--- src/rtl/opb_reg_pkg.sv ---
// Shared types, register offsets and byte-merge helper for the
// OPB register slaves.
package opb_reg_pkg;

    typedef enum logic {
        IDLE,
        ACK
    } state_t;

    localparam logic [5:0] OFS_DATA  = 6'd0;
    localparam logic [5:0] OFS_WRCNT = 6'd1;

    // be[0] selects bits [7:0] (little-endian lane order)
    function automatic logic [31:0] be_merge(
        input logic [31:0] old_v,
        input logic [31:0] new_v,
        input logic [3:0]  be
    );
        logic [31:0] r;
        r = old_v;
        for (int b = 0; b < 4; b++) begin
            if (be[b]) begin
                r[8*b +: 8] = new_v[8*b +: 8];
            end
        end
        return r;
    endfunction

endpackage

--- src/rtl/opb_register_ppc2simulink_sync_if.sv ---
// OPB bus bundle between a bus master and the ppc2simulink
// register slave.
interface opb_register_ppc2simulink_sync_if;

    logic [0:31] OPB_ABus;
    logic [0:3]  OPB_BE;
    logic [0:31] OPB_DBus;
    logic        OPB_RNW;
    logic        OPB_select;
    logic        OPB_seqAddr;
    logic [0:31] Sl_DBus;
    logic        Sl_xferAck;
    logic        Sl_errAck;
    logic        Sl_retry;
    logic        Sl_toutSup;

    modport master (
        output OPB_ABus, OPB_BE, OPB_DBus,
        output OPB_RNW, OPB_select, OPB_seqAddr,
        input  Sl_DBus, Sl_xferAck, Sl_errAck,
        input  Sl_retry, Sl_toutSup
    );

    modport slave (
        input  OPB_ABus, OPB_BE, OPB_DBus,
        input  OPB_RNW, OPB_select, OPB_seqAddr,
        output Sl_DBus, Sl_xferAck, Sl_errAck,
        output Sl_retry, Sl_toutSup
    );

endinterface

--- src/rtl/opb_be_merge.sv ---
// Byte-enable merge of OPB write data into a user-ordered register.
// OPB bit 0 / BE[0] map onto user bit 31 / the top byte.
module opb_be_merge
    import opb_reg_pkg::*;
(
    input  logic [31:0] old_data,
    input  logic [0:31] wr_data,
    input  logic [0:3]  be,
    output logic [31:0] merged
);

    logic [31:0] wr_user;
    logic [3:0]  be_user;

    assign wr_user = wr_data;

    always_comb begin
        be_user = '0;
        for (int b = 0; b < 4; b++) begin
            be_user[3-b] = be[b];
        end
    end

    assign merged = be_merge(old_data, wr_user, be_user);

endmodule

--- src/rtl/opb_register_ppc2simulink_sync.sv ---
// OPB slave register: PowerPC writes a control word into fabric,
// with an update strobe and a read-only write counter.
module opb_register_ppc2simulink_sync
    import opb_reg_pkg::*;
#(
    parameter logic [31:0] C_BASEADDR   = 32'h0100_1300,
    parameter logic [31:0] C_HIGHADDR   = 32'h0100_13FF,
    parameter int          C_OPB_AWIDTH = 32,
    parameter int          C_OPB_DWIDTH = 32,
    parameter string       C_FAMILY     = "virtex5",
    parameter logic [31:0] C_INIT_VALUE = 32'h0000_0000
) (
    input  logic        OPB_Clk,
    input  logic        OPB_Rst_n,
    opb_register_ppc2simulink_sync_if.slave bus,
    output logic [31:0] user_data_out,
    output logic        user_data_upd
);

    if (C_OPB_DWIDTH != 32 || C_OPB_AWIDTH != 32) begin : g_bad_width
        $error("only 32-bit OPB is supported");
    end

    localparam int unused_family_len = $bits(C_FAMILY);

    state_t      state;
    logic        hit;
    logic [5:0]  ofs;
    logic [31:0] data_q;
    logic [31:0] wr_count;
    logic [31:0] merged;
    logic [31:0] rd_val;
    logic [31:0] dbus_q;
    logic        ack_q;
    logic        upd_q;
    logic        unused;

    assign unused = bus.OPB_seqAddr;

    assign hit = bus.OPB_select
               & (bus.OPB_ABus >= C_BASEADDR)
               & (bus.OPB_ABus <= C_HIGHADDR);
    assign ofs = bus.OPB_ABus[24:29];

    opb_be_merge u_merge (
        .old_data (data_q),
        .wr_data  (bus.OPB_DBus),
        .be       (bus.OPB_BE),
        .merged   (merged)
    );

    always_comb begin
        rd_val = '0;
        case (ofs)
            OFS_DATA:  rd_val = data_q;
            OFS_WRCNT: rd_val = wr_count;
            default:   rd_val = '0;
        endcase
    end

    // Sl_DBus is cleared every cycle so it is only non-zero during ACK
    always_ff @(posedge OPB_Clk) begin
        if (!OPB_Rst_n) begin
            state    <= IDLE;
            ack_q    <= 1'b0;
            dbus_q   <= '0;
            upd_q    <= 1'b0;
            data_q   <= C_INIT_VALUE;
            wr_count <= '0;
        end else begin
            ack_q  <= 1'b0;
            dbus_q <= '0;
            upd_q  <= 1'b0;
            unique case (state)
                IDLE: begin
                    if (hit) begin
                        state <= ACK;
                        ack_q <= 1'b1;
                        if (bus.OPB_RNW) begin
                            dbus_q <= rd_val;
                        end else if (ofs == OFS_DATA) begin
                            data_q   <= merged;
                            wr_count <= wr_count + 32'd1;
                            upd_q    <= 1'b1;
                        end
                    end
                end
                ACK: state <= IDLE;
                default: state <= IDLE;
            endcase
        end
    end

    assign bus.Sl_DBus    = dbus_q;
    assign bus.Sl_xferAck = ack_q;
    assign bus.Sl_errAck  = 1'b0;
    assign bus.Sl_retry   = 1'b0;
    assign bus.Sl_toutSup = 1'b0;

    assign user_data_out = data_q;
    assign user_data_upd = upd_q;

endmodule
--- src/flat_wrapper.sv ---
// flat-port wrapper written by rule: the top's interface ports become plain ports
module opb_register_ppc2simulink_sync_flat import opb_reg_pkg::*;
#(
    parameter logic [31:0] C_BASEADDR   = 32'h0100_1300,
    parameter logic [31:0] C_HIGHADDR   = 32'h0100_13FF,
    parameter int          C_OPB_AWIDTH = 32,
    parameter int          C_OPB_DWIDTH = 32,
    parameter string       C_FAMILY     = "       ",
    parameter logic [31:0] C_INIT_VALUE = 32'h0000_0000
)
  (OPB_Clk, OPB_Rst_n, user_data_out, user_data_upd, bus_OPB_ABus, bus_OPB_BE, bus_OPB_DBus, bus_OPB_RNW, bus_OPB_select, bus_OPB_seqAddr, bus_Sl_DBus, bus_Sl_xferAck, bus_Sl_errAck, bus_Sl_retry, bus_Sl_toutSup);
  opb_register_ppc2simulink_sync_if bus_i ();
  input  logic OPB_Clk;
  input  logic OPB_Rst_n;
  output logic [31:0] user_data_out;
  output logic user_data_upd;
  input wire logic [$bits(bus_i.OPB_ABus)-1:0] bus_OPB_ABus;
  input wire logic [$bits(bus_i.OPB_BE)-1:0] bus_OPB_BE;
  input wire logic [$bits(bus_i.OPB_DBus)-1:0] bus_OPB_DBus;
  input wire logic [$bits(bus_i.OPB_RNW)-1:0] bus_OPB_RNW;
  input wire logic [$bits(bus_i.OPB_select)-1:0] bus_OPB_select;
  input wire logic [$bits(bus_i.OPB_seqAddr)-1:0] bus_OPB_seqAddr;
  output wire logic [$bits(bus_i.Sl_DBus)-1:0] bus_Sl_DBus;
  output wire logic [$bits(bus_i.Sl_xferAck)-1:0] bus_Sl_xferAck;
  output wire logic [$bits(bus_i.Sl_errAck)-1:0] bus_Sl_errAck;
  output wire logic [$bits(bus_i.Sl_retry)-1:0] bus_Sl_retry;
  output wire logic [$bits(bus_i.Sl_toutSup)-1:0] bus_Sl_toutSup;
  assign bus_i.OPB_ABus = bus_OPB_ABus;
  assign bus_i.OPB_BE = bus_OPB_BE;
  assign bus_i.OPB_DBus = bus_OPB_DBus;
  assign bus_i.OPB_RNW = bus_OPB_RNW;
  assign bus_i.OPB_select = bus_OPB_select;
  assign bus_i.OPB_seqAddr = bus_OPB_seqAddr;
  assign bus_Sl_DBus = bus_i.Sl_DBus;
  assign bus_Sl_xferAck = bus_i.Sl_xferAck;
  assign bus_Sl_errAck = bus_i.Sl_errAck;
  assign bus_Sl_retry = bus_i.Sl_retry;
  assign bus_Sl_toutSup = bus_i.Sl_toutSup;
  opb_register_ppc2simulink_sync #(.C_BASEADDR(C_BASEADDR), .C_HIGHADDR(C_HIGHADDR), .C_OPB_AWIDTH(C_OPB_AWIDTH), .C_OPB_DWIDTH(C_OPB_DWIDTH), .C_FAMILY(C_FAMILY), .C_INIT_VALUE(C_INIT_VALUE)) u_core (.OPB_Clk(OPB_Clk), .OPB_Rst_n(OPB_Rst_n), .bus(bus_i), .user_data_out(user_data_out), .user_data_upd(user_data_upd));
endmodule
--- config.mk ---
export PLATFORM = sky130hd
export DESIGN_NAME = opb_register_ppc2simulink_sync_flat
export DESIGN_NICKNAME = d
export VERILOG_FILES = /design/src/rtl/opb_reg_pkg.sv /design/src/rtl/opb_register_ppc2simulink_sync_if.sv /design/src/rtl/opb_be_merge.sv /design/src/rtl/opb_register_ppc2simulink_sync.sv /design/src/flat_wrapper.sv
export SDC_FILE = /design/constraint.sdc
export NUM_CORES = 1
export LEC_CHECK = 0
export ABC_AREA = 1
export CAP_MARGIN = 20
export CORE_UTILIZATION = 35
export DETAILED_ROUTE_END_ITERATION = 10
export PLACE_DENSITY_LB_ADDON = 0.3
export SYNTH_ARGS = -nofsm -noshare
export SYNTH_HDL_FRONTEND = slang
export SYNTH_SLANG_ARGS = --single-unit
--- constraint.sdc ---
create_clock -name OPB_Clk -period 3.6 [get_ports OPB_Clk]
set_input_delay 0.36 -clock OPB_Clk [delete_from_list [all_inputs] [get_ports OPB_Clk]]
set_output_delay 0.36 -clock OPB_Clk [all_outputs]
set_load 0.05 [all_outputs]
## After elaboration in Yosys (flattened, before gate mapping)

Cells that the tools add are included.

| operators by class | value |
|---|---|
| $add $sub $neg | 1 |
| magnitude comparators | 2 |
| eq/ne operators | 1 |
| multiplexer cells | 4 |
| bitwise logic cells | 6 |
| reduce and logical (&&, ||, !) cells | 9 |

Operators by type and width:

| kind | count |
|---|---|
| case mux 32 bit (2 select lines) | 1 |
| adder 32 x 1 -> 32 bit (second input constant) | 1 |
| greater-or-equal comparator 32 x 25 -> 1 bit (second input constant) | 1 |
| <= comparator 32 x 25 -> 1 bit (second input constant) | 1 |
| AND reduction 5 bit | 4 |
| OR reduction 4 bit | 2 |
| == test 6 x 1 -> 1 bit (second input constant) | 1 |
| logical NOT 6 bit | 1 |
| inverter 1 bit | 4 |
| AND reduction 4 bit | 1 |
| AND 1 bit | 2 |
| two-way mux 1 bit | 2 |
| case mux 1 bit (2 select lines) | 1 |
| OR reduction 2 bit | 1 |

| storage, ports and cells | value |
|---|---|
| register bits | 99 |
| output and inout bits | 69 |

## Longest topological paths before layout

Gate-level depths: netlist (run 1).

| depth | value |
|---|---|
| word-level depth | 5 |
| mapped depth | 11 |

## By module

Synthesis (run 1) repeated with hierarchy kept, for this count alone.

| second synthesis, totals | value |
|---|---|
| cells, all modules | 708 |
| area, all modules | 4733.3 um^2 |

Modules (own cells, without submodules):

| module | times used | cells each | area an instance (um^2) | seq. area each (um^2) |
|---|---|---|---|---|
| opb_register_ppc2simulink_sync | 1 | 604 | 4312.9 | 1961.9 |
| opb_be_merge | 1 | 104 | 420.4 | 0.0 |

## Least setup slack after synthesis (run 1)

OpenSTA, ideal clock, no wires.

| timing path | value |
|---|---|
| path kind | register to register |
| start point | reg, netlist name u_core.bus.Sl_xferAck |
| end point | reg u_core.data_q[8], in the netlist u_core.user_data_out[8] |
| library setup time | 116 ps |
| arrival time | 1553 ps |
| slack | 1931 ps |
| cell stages (with the launch flop) | 10 |
| buffers on the path | 1 |
| cell sequence | dfxtp_1 > inv_1 > nand2_1 > nor2_4 > inv_2 > nor2_8 > nand2_4 > buf_6 > o21ai_0 > nor2_1 |

RTL lines:

| element | line | RTL |
|---|---|---|
| end signal, assigned | opb_register_ppc2simulink_sync.sv:82 | `data_q <= merged;` |
| end, declared | opb_register_ppc2simulink_sync.sv:29 | `logic [31:0] data_q;` |

## Worst setup path after layout (run 1)

| timing path | value |
|---|---|
| start point | in bus_OPB_ABus[4] |
| end point | reg u_core.data_q[7], in the netlist u_core.user_data_out[7] |

| between the ends | value |
|---|---|
| word-level cells in the longest chain between the ends | 4 |
| elaborated cells between the ends (all ways) | 6 |

RTL lines:

| element | line | RTL |
|---|---|---|
| start, declared | flat_wrapper.sv:17 | `input wire logic [$bits(bus_i.OPB_ABus)-1:0] bus_OPB_ABus;` |
| greater-or-equal comparator 32 x 25 -> 1 bit | opb_register_ppc2simulink_sync.sv:41 | `& (bus.OPB_ABus >= C_BASEADDR)` |
| AND 1 bit | opb_register_ppc2simulink_sync.sv:41 |  |
| AND 1 bit | opb_register_ppc2simulink_sync.sv:42 | `& (bus.OPB_ABus <= C_HIGHADDR);` |
| AND reduction 5 bit (no line) (*) | n/a |  |

Every way passes the cells marked *; elsewhere a longest branch is shown, timed or not.
A chain may end at the register's enable or synchronous reset.

==> reports/qor.txt, run 1 <==
Via/cell ratio -> 4.57
Area added between synthesis and finish -> 37.5%
Setup CP Type -> in2reg
Largest net degree at the start of global routing -> 42
H-Tree Depth -> 3
Worst hold path class -> reg2reg
1st-iter DRT viols -> 328
Outcome -> complete, no violations
Fmax -> 448 MHz
Via count -> 4619
HP Start -> u_core.bus.Sl_xferAck$_SDFF_PP0_
GRT Overall Usage -> 18.3%
Critical path data arrival time -> 2460 ps
Non-Filler Cell Area, Final -> 0.00644 mm^2
Yosys top cell by area -> dfxtp_1
Tcrit/Tclk final -> 62.0%
Netlist Area Pre-Place -> 0.00469 mm^2
Drt wl/cell -> 11.9 um
Clk_lat worst skew -> 330 ps
Post-CTS setup buffer count -> 0
Slew HR -> 64.8%
Die area -> 0.0139 mm^2
First-pass GRT wire length -> 20700 um
FF/Latch Area -> 0.00196 mm^2
RSZ-0062 raised after global routing -> false
Post-synthesis sequential area ratio -> 41.9%
Diode count -> 0
Core outline area -> 0.0128 mm^2
Initial antenna violation count -> 0
PD cells -> 325 mW/mm^2
Worst r2r src -> u_core.wr_count[1]$_SDFFE_PN0P_
Multi-input logic area -> 0.00213 mm^2
Worst Setup SP -> bus_OPB_ABus[4]
Antenna viol nets, final -> 0
Critical Path Sink Type -> register
Pre-antenna DRT Iters -> 5
CTS tree -> yes
IO Port Bufs -> 135
Dpl hpwl -> 8850 um
Final worst slack -> 1370 ps
Placer Congestion -> 0.847
Die width -> 118 um
Mapped Cells -> 705
Pwr Total -> 2090 uW
Final Hold Fails -> 0
Starting Density -> 36.5%
DRC errors left -> 0
Layout Skew -> 6.27 ps
Hold Buf Count CTS -> 0
Total Wirelength -> 12000 um
# Max-Cap Violations -> 0
XOR/XNOR share of the synthesized area -> 0%
Share of cells above drive strength 1 -> 3.93%
Clock transition at the registers of the reported paths -> 60 ps
CP startpoint kind -> input pin
Total negative slack -> 0 ps
Layout filler cell count -> 1293
Simple-Gate Fraction of Synth Area -> 33.7%
Tightest Pin Transition -> 526 ps
Clock sinks -> 98
LEAKAGE -> 0.00250 uW
Synthesized flop and latch total -> 98
Synth Area in Compound Gates -> 11.0%
Main area contributors after synthesis -> dfxtp_1 (42%), nor2_1 (12%), nand2_1 (11%), inv_1 (9.9%), a22oi_1 (5.1%)
Yosys top cell area share -> 41.9%
Synth warn -> 0
Rows -> 41
Fin. max-slew vios -> 0
Min cycle time layout -> 2230 ps
Post_cts resized -> 0
Endpoints failing setup -> 0
Placement Setup Slack -> 999 ps
Number of global-route vias before repair -> 4299
GR Overflow Total -> 0
Largest family of logic cells by synthesized area -> simple AND/OR/NAND/NOR gates
Peak VDD IR -> 0.224 mV
Syn avg cell area -> 6.65 um^2
CP required -> 3830 ps
IO Count -> 142
Die height -> 118 um
Max FO, Critical Path -> 18
Adder-Cell Fraction of Synth Area -> 0.267%
CTS max path bufs -> 2
Netlist cell types -> 30
Clock tree root buffer cell -> clkbuf_16
CTS Buf Count -> 9
DP Area -> 0.00617 mm^2
Mux share of post-synthesis cell area -> 0%
Final nets -> 908
routing by layer:
metal | GRT usage [%] | vias up | wire length [um] | part of all wire, %
met3 | 4.17 | 6 | 733 | 6.1
met4 | 4.89 | 0 | 100 | 0.83
li1 | - | 2447 | - | -
met1 | 24.6 | 2034 | 5920 | 49
met2 | 29.2 | 132 | 5260 | 44
met5 | 0 | - | 0 | 0
critical path, cell delays in order:
cell             delay [ps]
clkdlybuf4s50_1         470
nor2_1                  140
nand3_1                 220
nor2_4                  330
inv_2                   110
nor2_8                  370
nand2_4                 210
o21ai_1                 180
nor2_1                   50
report_power, final:
| group | switching (uW) | internal, uW | total [uW] |
|---|---|---|---|
| Combinational | 53.9 | 79.1 | 133 |
| Sequential | 0.000000548 | 1080 | 1080 |
| Clock | 407 | 470 | 877 |
| Total | 461 | 1630 | 2090 |
stage by stage:
stage	cells	hold slack (ps)	utilization, %
6_report	1011	493	50.2
5_1_grt	1011	520	50.2
4_1_cts	1011	488	50.2
3_5_place_dp	995	474	48.1
3_3_place_gp	995	472	48.1
2_1_floorplan	707	488	-
registers in the layout, indices dropped and copies added, names as in the netlist:
register,flops
u_core.bus.Sl_DBus,32
u_core.bus.Sl_xferAck,1
u_core.user_data_out,32
u_core.user_data_upd,1
u_core.wr_count,32
cell usage in the layout (no fill, tap or decap), drive strengths merged, types with 2 or more instances in the layout:
master | netlist | routed
conb | 1 | 3
clkbuf | 13 | 10
nand4 | 15 | 15
a22oi | 32 | 32
o21ai | 39 | 39
dfxtp | 98 | 98
clkinv | 1 | 4
nand2 | 146 | 146
buf | 12 | 6
o21bai | 8 | 8
clkdlybuf4s50 | 0 | 135
nor2 | 158 | 158
nor3 | 12 | 12
nand3 | 37 | 37
inv | 124 | 125
clkinvlp | 0 | 2
a21oi | 4 | 4
nor4 | 2 | 2
cells by family (layout without fill, tap and decap cells):
kind of cell / Yosys count / count (layout)
AO/OA/AOI/OAI: 83 / 83
adder cells (fa/ha/maj): 1 / 1
AND/OR/NAND/NOR: 372 / 372
buffers and inverters: 150 / 282
other: 1 / 3
flip-flops: 98 / 98
synth_stat cells, drive strengths merged:
library cell and n:
a21oi 4, a22oi 32, buf 12, clkbuf 13, clkinv 1, conb 1, dfxtp 98, ha 1
inv 124, nand2 146, nand3 37, nand3b 1, nand4 15, nor2 158, nor3 12, nor4 2
o21ai 39, o21bai 8, or2 1
final cells by class:
cell class / instances / area share, %
inverter: 125 / 7.28
clock buffer: 10 / 3.55
tap: 172 / 3.34
clock inverter: 6 / 0.660
multi-input combinational: 459 / 33.0
sequential: 98 / 30.5
timing repair buffer: 141 / 21.7
final timing paths:
| kind | to | slack (ps) | depth (start not counted) |
|---|---|---|---|
| min reg2reg | u_core.bus.Sl_xferAck$_SDFF_PP0_ | 490 | 1 |
| max | u_core.user_data_out[7]$_SDFFE_PN0P_ | 1370 | 9 |
| max reg2reg | u_core.wr_count[24]$_SDFFE_PN0P_ | 1740 | 10 |
| min | u_core.bus.Sl_xferAck$_SDFF_PP0_ | 490 | 1 |
Power figures use the tool's default switching activity.
==> inputs of run 2 (changes only) <==
==> constraint.sdc (replaced) <==
create_clock -name OPB_Clk -period 2.1 [get_ports OPB_Clk]
set_input_delay 0.21 -clock OPB_Clk [delete_from_list [all_inputs] [get_ports OPB_Clk]]
set_output_delay 0.21 -clock OPB_Clk [all_outputs]
set_load 0.05 [all_outputs]
==> reports/qor.txt, run 2 (synthesis results as in run 1) <==
Number of global-route vias before repair -> 4398 (+2.3%)
Min cycle time layout -> 1820 ps
GR Overflow Total -> 0 (unchanged)
Tightest Pin Transition -> 522 ps (-4.50 ps)
Peak VDD IR -> 0.368 mV (+65%)
Commonest non-fill, non-tap cell in the layout -> nor2_1
Clk_lat worst skew -> 340 ps (about the same)
Clock sinks -> 98 (unchanged)
Drt wl/cell -> 11.8 um (-0.74%)
Most frequent cells in the layout -> nor2_1 (154), nand2_1 (142), clkdlybuf4s50_1 (135)
Setup CP Type -> reg2reg
DRC errors left -> 0 (unchanged)
Core outline area -> 0.0128 mm^2 (unchanged)
Antenna viol nets, final -> 0 (unchanged)
Via count -> 4651 (+0.69%)
IO Count -> 142 (unchanged)
Endpoints failing setup -> 0 (unchanged)
PD cells -> 595 mW/mm^2 (+83%)
CTS tree -> yes
CP startpoint kind -> register
CP dominant cell by count -> nor2_1
Clock transition at the registers of the reported paths -> 60 ps (about the same)
Share of cells above drive strength 1 -> 5.41% (+1.5 points)
Die height -> 118 um (unchanged)
Total negative slack -> 0 ps (unchanged)
Critical path data arrival time -> 2050 ps (-410 ps)
Die area -> 0.0139 mm^2 (unchanged)
Final nets -> 919 (+1.2%)
Rows -> 41 (unchanged)
CTS max path bufs -> 2 (unchanged)
Max FO, Critical Path -> 5 (-13)
Slowest-stage cell, CP -> dfxtp_1
Crit-path cells -> nand2_1, nor2_1, nand2_1, nor2_1, nand3_1, nor2_1, nand3_1, nand2_1, nor2_1
Via/cell ratio -> 4.55 (-0.39%)
Worst hold path class -> in2reg
Outcome -> complete, no violations
Pre-antenna DRT Iters -> 4 (-1)
IO Port Bufs -> 135 (unchanged)
1st-iter DRT viols -> 296 (-9.8%)
Starting Density -> 36.5% (unchanged)
Family with the most delay on the worst path -> simple AND/OR/NAND/NOR gates
RSZ-0062 raised after global routing -> false
Final Hold Fails -> 0 (unchanged)
Post-CTS setup buffer count -> 0 (unchanged)
Tightest hold margin -> 477 ps (-15.7 ps)
Fmax -> 550 MHz
Slew HR -> 65.1% (+0.30 points)
Crit-path max cell delay -> 410 ps (-60 ps)
DP Area -> 0.00631 mm^2 (+2.4%)
Dpl hpwl -> 9000 um (+1.7%)
CTS Buf Count -> 9 (unchanged)
Area added between synthesis and finish -> 42.1%
Largest net degree at the start of global routing -> 42 (unchanged)
Sum of buffers and inverters on the critical path -> 0 (-2)
Fin. max-slew vios -> 0 (unchanged)
Die width -> 118 um (unchanged)
Non-Filler Cell Area, Final -> 0.00666 mm^2 (+3.4%)
H-Tree Depth -> 3 (unchanged)
First-pass GRT wire length -> 20700 um (-0.14%)
Total Wirelength -> 12100 um (+0.34%)
Diode count -> 0 (unchanged)
Tcrit/Tclk final -> 86.6%
Critical Path Sink Type -> register
CP required -> 2330 ps (-1500 ps)
Initial antenna violation count -> 0 (unchanged)
LEAKAGE -> 0.00261 uW (+4.6%)
Placer Congestion -> 0.884 (+4.4%)
# Max-Cap Violations -> 0 (unchanged)
Setup slack, reg-to-reg -> 280 ps (-1460 ps)
Clock tree root buffer cell -> clkbuf_16
GRT Overall Usage -> 18.3% (about the same)
Layout Skew -> 7.11 ps (+0.839 ps)
==> run 2: per-stage QoR <==
step / total power (uW) / util (%) / setup slack [ps] / instances
finish: 3960 / 51.9 / 281 / 1022
CTS: 4010 / 51.9 / 258 / 1022
floorplan: 1980 / - / 431 / 707
detailed placement: 2140 / 49.2 / 48.0 / 1006
global route: 4090 / 51.9 / 83.1 / 1022
global placement: 2140 / 49.2 / 53.5 / 1006
==> run 2: path summary, 6_finish.rpt <==
kind,endpoint,cells after the start,startpoint
worst max-delay path,u_core.wr_count[27]$_SDFFE_PN0P_,9,u_core.wr_count[5]$_SDFFE_PN0P_
worst min-delay path,u_core.user_data_out[5]$_SDFFE_PN0P_,3,bus_OPB_DBus[5]
worst max register to register,u_core.wr_count[27]$_SDFFE_PN0P_,9,u_core.wr_count[5]$_SDFFE_PN0P_
worst min register to register,u_core.bus.Sl_xferAck$_SDFF_PP0_,1,u_core.bus.Sl_xferAck$_SDFF_PP0_
==> run 2: cell type report <==
cell class / count / area [um^2]
fill: 1271 / 6170
multi-input combinational: 459 / 2130
sequential: 98 / 1960
timing repair buffer: 152 / 1540
inverter: 125 / 469
clock buffer: 9 / 225
tap: 172 / 215
clock inverter: 7 / 116
==> run 2: per-layer routing <==
layer  routed length, um  up-vias  global-route usage (%)
li1                    -     2476                       -
met1                6080     2050                    24.5
met2                5230      110                    28.9
met3                 574       15                    3.25
met4                 169        0                    7.29
met5                   0        -                       0
==> run 2: repair_timing <==
item | CTS | global route
resized for setup | 0 | 1
setup endpoints to repair | 0 | 1
hold buffers | 0 | 0
==> run 2: worst register-to-register path, cell delays in order (launching register included) <==
cell and delay, ps:
dfxtp_1 410, nand2_1 90, nor2_1 290, nand2_1 150
nor2_1 210, nand3_1 140, nor2_1 210, nand3_1 100
nand2_1 70, nor2_1 40
==> run 2: report_power, final <==
part,switching [uW],internal (uW)
combinational,95.3,140
clock,704,1160
sequential,0.000000903,1860
==> inputs of run 3 (changes only) <==
--- a/config.mk
+++ b/config.mk
@@ -10,6 +10,7 @@
 export CORE_UTILIZATION = 35
 export DETAILED_ROUTE_END_ITERATION = 10
 export PLACE_DENSITY_LB_ADDON = 0.3
+export SLEW_MARGIN = 20
 export SYNTH_ARGS = -nofsm -noshare
 export SYNTH_HDL_FRONTEND = slang
 export SYNTH_SLANG_ARGS = --single-unit
==> results of run 3 <==
Same layout as run 2: the final DEF is identical, and so are final timing and power.
